`config.mk`:
```
export PLATFORM = sky130hd
export DESIGN_NAME = pc_trace_buffer
export DESIGN_NICKNAME = d
export VERILOG_FILES = /design/src/rtl/trace_pkg.sv /design/src/rtl/trace_ram.sv /design/src/rtl/pc_trace_buffer.sv
export SDC_FILE = /design/constraint.sdc
export NUM_CORES = 1
export LEC_CHECK = 0
export ABC_CLOCK_PERIOD_IN_PS = 9300
export BUFFER_PORTS_ARGS = -buffer_cell sky130_fd_sc_hd__buf_2
export CAP_MARGIN = 20
export CORE_ASPECT_RATIO = 1.5
export CORE_UTILIZATION = 32
export DETAILED_ROUTE_END_ITERATION = 7
export GPL_TIMING_DRIVEN = 0
export PLACE_DENSITY_LB_ADDON = 0.2
export SETUP_SLACK_MARGIN = 0.05
export SYNTH_ARGS = -nofsm -noshare
export SYNTH_HDL_FRONTEND = slang
export SYNTH_SLANG_ARGS = --single-unit
```
`constraint.sdc`:
```
create_clock -name clk -period 9.3 [get_ports clk]
set_input_delay 1.86 -clock clk [delete_from_list [all_inputs] [get_ports clk]]
set_output_delay 1.86 -clock clk [all_outputs]
set_load 0.01 [all_outputs]
```
`src/rtl/trace_pkg.sv`:
```
// Shared types and constants for the PC trace capture unit.
package trace_pkg;

    typedef enum logic [1:0] {
        IDLE    = 2'd0,
        CAPTURE = 2'd1,
        DONE    = 2'd2
    } trace_state_t;

    localparam logic TRACE_RING    = 1'b0;
    localparam logic TRACE_ONESHOT = 1'b1;

endpackage

```
`src/rtl/trace_ram.sv`:
```
// Trace storage: one synchronous write port, one asynchronous read port, no array reset.
module trace_ram #(
    parameter int PC_WIDTH = 32,
    parameter int DEPTH    = 16
) (
    input  logic                     clk,
    input  logic                     we,
    input  logic [$clog2(DEPTH)-1:0] waddr,
    input  logic [PC_WIDTH-1:0]      wdata,
    input  logic [$clog2(DEPTH)-1:0] raddr,
    output logic [PC_WIDTH-1:0]      rdata
);

    logic [PC_WIDTH-1:0] mem [DEPTH];

    always_ff @(posedge clk) begin
        if (we) begin
            mem[waddr] <= wdata;
        end
    end

    assign rdata = mem[raddr];

endmodule

```
`src/rtl/pc_trace_buffer.sv`:
```
// Retired-PC trace capture with ring/one-shot modes, stall/self-loop watchdog
// and an oldest-first valid/ready drain port.
module pc_trace_buffer
    import trace_pkg::*;
#(
    parameter int PC_WIDTH    = 32,
    parameter int DEPTH       = 16,
    parameter int STALL_LIMIT = 200
) (
    input  logic                       clk,
    input  logic                       rst,
    input  logic                       arm,
    input  logic                       stop,
    input  logic                       mode,
    input  logic                       pc_valid,
    input  logic [PC_WIDTH-1:0]        pc_in,
    output logic                       capturing,
    output logic                       done,
    output logic                       stall,
    output logic [$clog2(DEPTH+1)-1:0] count,
    output logic                       rd_valid,
    input  logic                       rd_ready,
    output logic [PC_WIDTH-1:0]        rd_data,
    output logic                       rd_last
);

    localparam int AW = $clog2(DEPTH);
    localparam int CW = $clog2(DEPTH + 1);
    localparam int SW = $clog2(STALL_LIMIT + 1);
    localparam logic [CW-1:0] FULL  = CW'(DEPTH);
    localparam logic [SW-1:0] LIMIT = SW'(STALL_LIMIT);

    trace_state_t        state;
    logic                mode_q;
    logic                have_last;
    logic [AW-1:0]       wr_ptr;
    logic [AW-1:0]       rd_ptr;
    logic [CW-1:0]       remaining;
    logic [SW-1:0]       stall_cnt;
    logic [PC_WIDTH-1:0] last_pc;
    logic [PC_WIDTH-1:0] ram_rdata;

    logic                wr_en;
    logic                full_hit;
    logic                stall_hit;
    logic [CW-1:0]       count_nxt;
    logic [AW-1:0]       wr_ptr_nxt;
    logic [SW-1:0]       stall_nxt;

    always_comb begin
        wr_en      = (state == CAPTURE) && !arm && pc_valid;
        count_nxt  = count;
        wr_ptr_nxt = wr_ptr;
        stall_nxt  = stall_cnt;
        if (wr_en) begin
            wr_ptr_nxt = wr_ptr + 1'b1;
            if (count != FULL) begin
                count_nxt = count + 1'b1;
            end
            // The very first sample after arm has nothing to repeat.
            stall_nxt = (have_last && pc_in == last_pc) ? stall_cnt + 1'b1 : '0;
        end
        full_hit  = wr_en && (mode_q == TRACE_ONESHOT) && (count_nxt == FULL);
        stall_hit = wr_en && (stall_nxt == LIMIT);
    end

    always_ff @(posedge clk or negedge rst) begin
        if (!rst) begin
            state     <= IDLE;
            mode_q    <= TRACE_RING;
            have_last <= 1'b0;
            wr_ptr    <= '0;
            rd_ptr    <= '0;
            count     <= '0;
            remaining <= '0;
            stall_cnt <= '0;
            stall     <= 1'b0;
        end else if (arm) begin
            state     <= CAPTURE;
            mode_q    <= mode;
            have_last <= 1'b0;
            wr_ptr    <= '0;
            rd_ptr    <= '0;
            count     <= '0;
            remaining <= '0;
            stall_cnt <= '0;
            stall     <= 1'b0;
        end else begin
            case (state)
                CAPTURE: begin
                    count     <= count_nxt;
                    wr_ptr    <= wr_ptr_nxt;
                    stall_cnt <= stall_nxt;
                    if (wr_en) begin
                        have_last <= 1'b1;
                    end
                    if (stall_hit) begin
                        stall <= 1'b1;
                    end
                    if (stop || full_hit || stall_hit) begin
                        state     <= DONE;
                        // A full buffer has wrapped (or just filled), so the oldest entry sits at wr_ptr.
                        rd_ptr    <= (count_nxt == FULL) ? wr_ptr_nxt : '0;
                        remaining <= count_nxt;
                    end
                end
                DONE: begin
                    if (remaining == '0) begin
                        state <= IDLE;
                    end else if (rd_ready) begin
                        rd_ptr    <= rd_ptr + 1'b1;
                        remaining <= remaining - 1'b1;
                        if (remaining == CW'(1)) begin
                            state <= IDLE;
                        end
                    end
                end
                default: state <= IDLE;
            endcase
        end
    end

    always_ff @(posedge clk) begin
        if (wr_en) begin
            last_pc <= pc_in;
        end
    end

    trace_ram #(
        .PC_WIDTH (PC_WIDTH),
        .DEPTH    (DEPTH)
    ) u_ram (
        .clk   (clk),
        .we    (wr_en),
        .waddr (wr_ptr),
        .wdata (pc_in),
        .raddr (rd_ptr),
        .rdata (ram_rdata)
    );

    assign capturing = (state == CAPTURE);
    assign done      = (state == DONE);
    assign rd_valid  = (state == DONE) && (remaining != '0);
    assign rd_last   = rd_valid && (remaining == CW'(1));
    assign rd_data   = rd_valid ? ram_rdata : '0;

endmodule

```
==> summary.md <==
| Metric | Value |
|---|---|
| Post-synth EDFFs | `approximately 540` |
| Failing checks | `design-rule violations` |
| Critical Path AT | `3800 ps` |
| Critical path's largest stage delay | `830 ps` |
| Final Max Tran Viols | `0` |
| Yosys warnings | `0` |
| Syn Nets | `1137` |
| Flops & latches, synth | `around 580` |
| Overall routing resource usage | `between 10% and 20%` |
| Post-synth design cell area | `22950 um2` |
| Placeable Area | `70580 um2` |
| # fillers | `6435` |
| DRT Pass-1 Iters | `7` |
| Final Hold Vio Count | `0` |
| Peak supply drop | `125.3 uV` |
| Max_cap viols | `0` |
| Die area | `about 73000 um2` |
| Longest Clk Path Bufs | `3` |
| Cell Pwr Density | `194.3 nW/um2` |
| DRT iter0 DRCs | `716` |
| Crit Path Class | `reg2out` |
| Highest routed layer | `met5` |
| Hold buffers post-CTS | `0` |
| DR WL/cell | `roughly 26 um` |
| Lkg Pwr | `8.628 nW` |
| Post-route ant nets | `0` |
| Clock sink total | `575` |
| GRT overflow | `0` |
| Setup Fix Bufs, Post-CTS | `0` |
| Initial Util | `32.52%` |
| Cell count after synthesis | `1087` |
| CP Capture Type | `output pin` |
| Final Hold Slack | `510.2 ps` |
| Setup violations, final | `0` |
| Worst clock skew | `16.02 ps` |
| Critical-path top delay cell | `clkbuf_1` |
| DRC viols | `4` |
| Root Buffer | `clkbuf_16` |
| Met3 routed wirelength | `2.209 mm` |
| CP required | `7440 ps` |
| RSZ-0062 raised after global routing | `no` |
| DPL Wire Length | `39.02 mm` |
| IO Pins | `81` |
| Die Y | `330.0 um` |
| Normalized max-slew margin | `a little under a third` |
| Vias in the first global route | `12380` |
| Area Overhead vs Synth | `17.00%` |
| # rows | `119` |
| Pin count of the biggest net entering global routing | `38` |
| Fmax achieved | `approximately 180 MHz` |
| Antenna cells | `0` |
| Critical Path, Cell by Cell | `clkbuf_1 -> clkbuf_1 -> mux4_2 -> mux4_2 -> and2_1 -> buf_2` |
| Worst-Margin Slew | `about 1000 ps` |
| Nets | `1327` |
| Final min period | `5655 ps` |
| Top FF cell, synth | `edfxtp_1` |
| WL final | `57.03 mm` |
| First-pass GRT wire length | `84.41 mm` |
| Metal1 wirelength | `22.84 mm` |
| Worst Setup Start Kind | `flop` |
| Clk slew on worst S/H paths | `60 ps` |
| Share of cells above drive strength 1 | `31.38%` |
| Outcome | `complete, but fails checks` |
| Final instance count without filler cells | `approximately 2200` |
| Routability Congestion | `0.7666` |
| Ys async rst share | `under 10%` |
| Via Count | `11290` |
| Crit share post-route | `60.81%` |
| Setup tns final | `0 ps` |
| Die Width | `220.7 um` |
| Seq/Total Area, Yosys | `74.57%` |
| Port-buffer cells | `between 70 and 80` |
| Vias per inst | `5.084` |
| CTS tree | `done` |
| Met2 wire length | `30.59 mm` |
| Min-Delay Path Class | `reg2reg` |
| # resized after CTS | `0` |
| Number of CTS-inserted buffers | `55` |
| Cell variety after synth | `66` |
| Multi-input logic area | `5643 um2` |
| Largest fanout on the critical path | `10` |
| Seq. cell area | `roughly 17000 um2` |
| H-tree lvl count | `2` |
| Clock latency on the worst-skew pair | `610 ps` |
| Placed cells | `2124` |
| Initial antenna violation count | `4` |
| Mean Syn Cell Area | `21.11 um2` |
| Fin util | `38.04%` |
| Power, Total | `between 5 and 6 mW` |
-- metrics by stage --
| step | setup WS, ps | instance area, um2 |
|---|---|---|
| final | 3645 | 26850 |
| after global routing | 3499 | 26850 |
| after CTS | 3403 | 26810 |
| after detailed placement | 4083 | 25170 |
| after global placement | -1153 | 24480 |
| after floorplan | 2747 | 22950 |
-- path summary, 6_finish.rpt --
check	startpoint	end	slack, ps	cells after the start
worst min-delay path	mode_q$_DFFE_PN0P_	mode_q$_DFFE_PN0P_	510	1
min in group asynchronous	rst	state[1]$_DFFE_PN0P_	1320	1
worst max register to register	state[1]$_DFFE_PN0P_	u_ram.mem[14][9]$_DFFE_PP_	6230	8
worst min register to register	mode_q$_DFFE_PN0P_	mode_q$_DFFE_PN0P_	510	1
worst max-delay path	rd_ptr[1]$_DFFE_PN0P_	rd_data[30]	3640	6
max in group asynchronous	rst	stall_cnt[4]$_DFFE_PN0P_	7500	1
-- routing by layer --
layer	up-vias	global-route usage, %
met5	-	0
met4	2	5.018
met3	100	2.413
met2	258	28.99
met1	6041	20.11
li1	4886	-
-- worst max-delay path: cells and delay by family (launching register included) --
kind	cells	cell delay [ps]
muxes	2	890
buffers and inverters	3	1510
and+or+nand+nor	1	230
DFF	1	540
-- placed cells by master (no fill, tap or decap), types with 5 or more instances in the layout --
master / synthesis / layout
clkinv_1: 1 / 8
nor4_1: 17 / 13
ha_1: 11 / 11
clkbuf_16: 0 / 57
nor4_2: 1 / 5
nand2b_1: 8 / 8
nand3_1: 11 / 11
and3_2: 1 / 5
a21oi_1: 15 / 15
mux4_2: 160 / 160
nor3_1: 11 / 7
clkinv_2: 0 / 6
buf_12: 0 / 9
xor2_1: 32 / 32
clkbuf_1: 29 / 47
dfrtp_1: 31 / 31
buf_8: 0 / 9
buf_1: 8 / 7
edfxtp_1: 544 / 544
and2_1: 35 / 35
nand2_1: 25 / 25
nor2_1: 26 / 22
inv_1: 15 / 15
xnor2_1: 6 / 6
o21ai_0: 9 / 9
mux2_2: 5 / 5
buf_4: 0 / 22
buf_2: 12 / 92
buf_6: 1 / 14
nand4_1: 7 / 7
-- area by class of cell --
class	count	share of cell area, %
plain buffers	50	0.7875
clock buffers	75	5.564
clock inverters	18	0.5266
inverters	17	0.2377
multi-input cells	445	21.02
flip-flops and latches	575	63.73
well taps	907	4.227
repair buffers	133	3.910
-- flip-flops by register name, indices dropped and copies added (netlist names), 2 cells and up --
register	count
u_ram.mem	512
last_pc	32
stall_cnt	8
count	5
remaining	5
rd_ptr	4
wr_ptr	4
state	2
-- cell usage after synthesis, types with 9 or more instances --
cell type  count  area (um2)
nor2_1        26       97.59
mux4_2       160        3603
nand2_1       25       93.84
clkbuf_1      29       108.9
o21ai_0        9       45.04
buf_2         12       60.06
ha_1          11       137.6
nor3_1        11       55.05
dfrtp_1       31       775.7
nor4_1        17       106.4
xor2_1        32       280.3
nand3_1       11       55.05
and2_1        35       219.0
a21oi_1       15       75.07
inv_1         15       56.30
edfxtp_1     544       16340
-- power breakdown --
part | total (mW) | internal, mW | switching (mW)
clock network | 2.10 | 1.17 | 0.934
registers | 2.86 | 2.85 | 0.00855
logic | 0.253 | 0.0994 | 0.154
total | 5.22 | 4.12 | 1.10
-- cell families after synthesis --
family,synth area share (%)
muxes,15.99
xor gates and xnor gates,1.450
and+or+nand+nor,4.127
buffers and inverters,1.194
AOI/OAI and AO/OA,2.072
adders and majority gates,0.5997
DFF,74.57
Power figures use the tool's default switching activity.
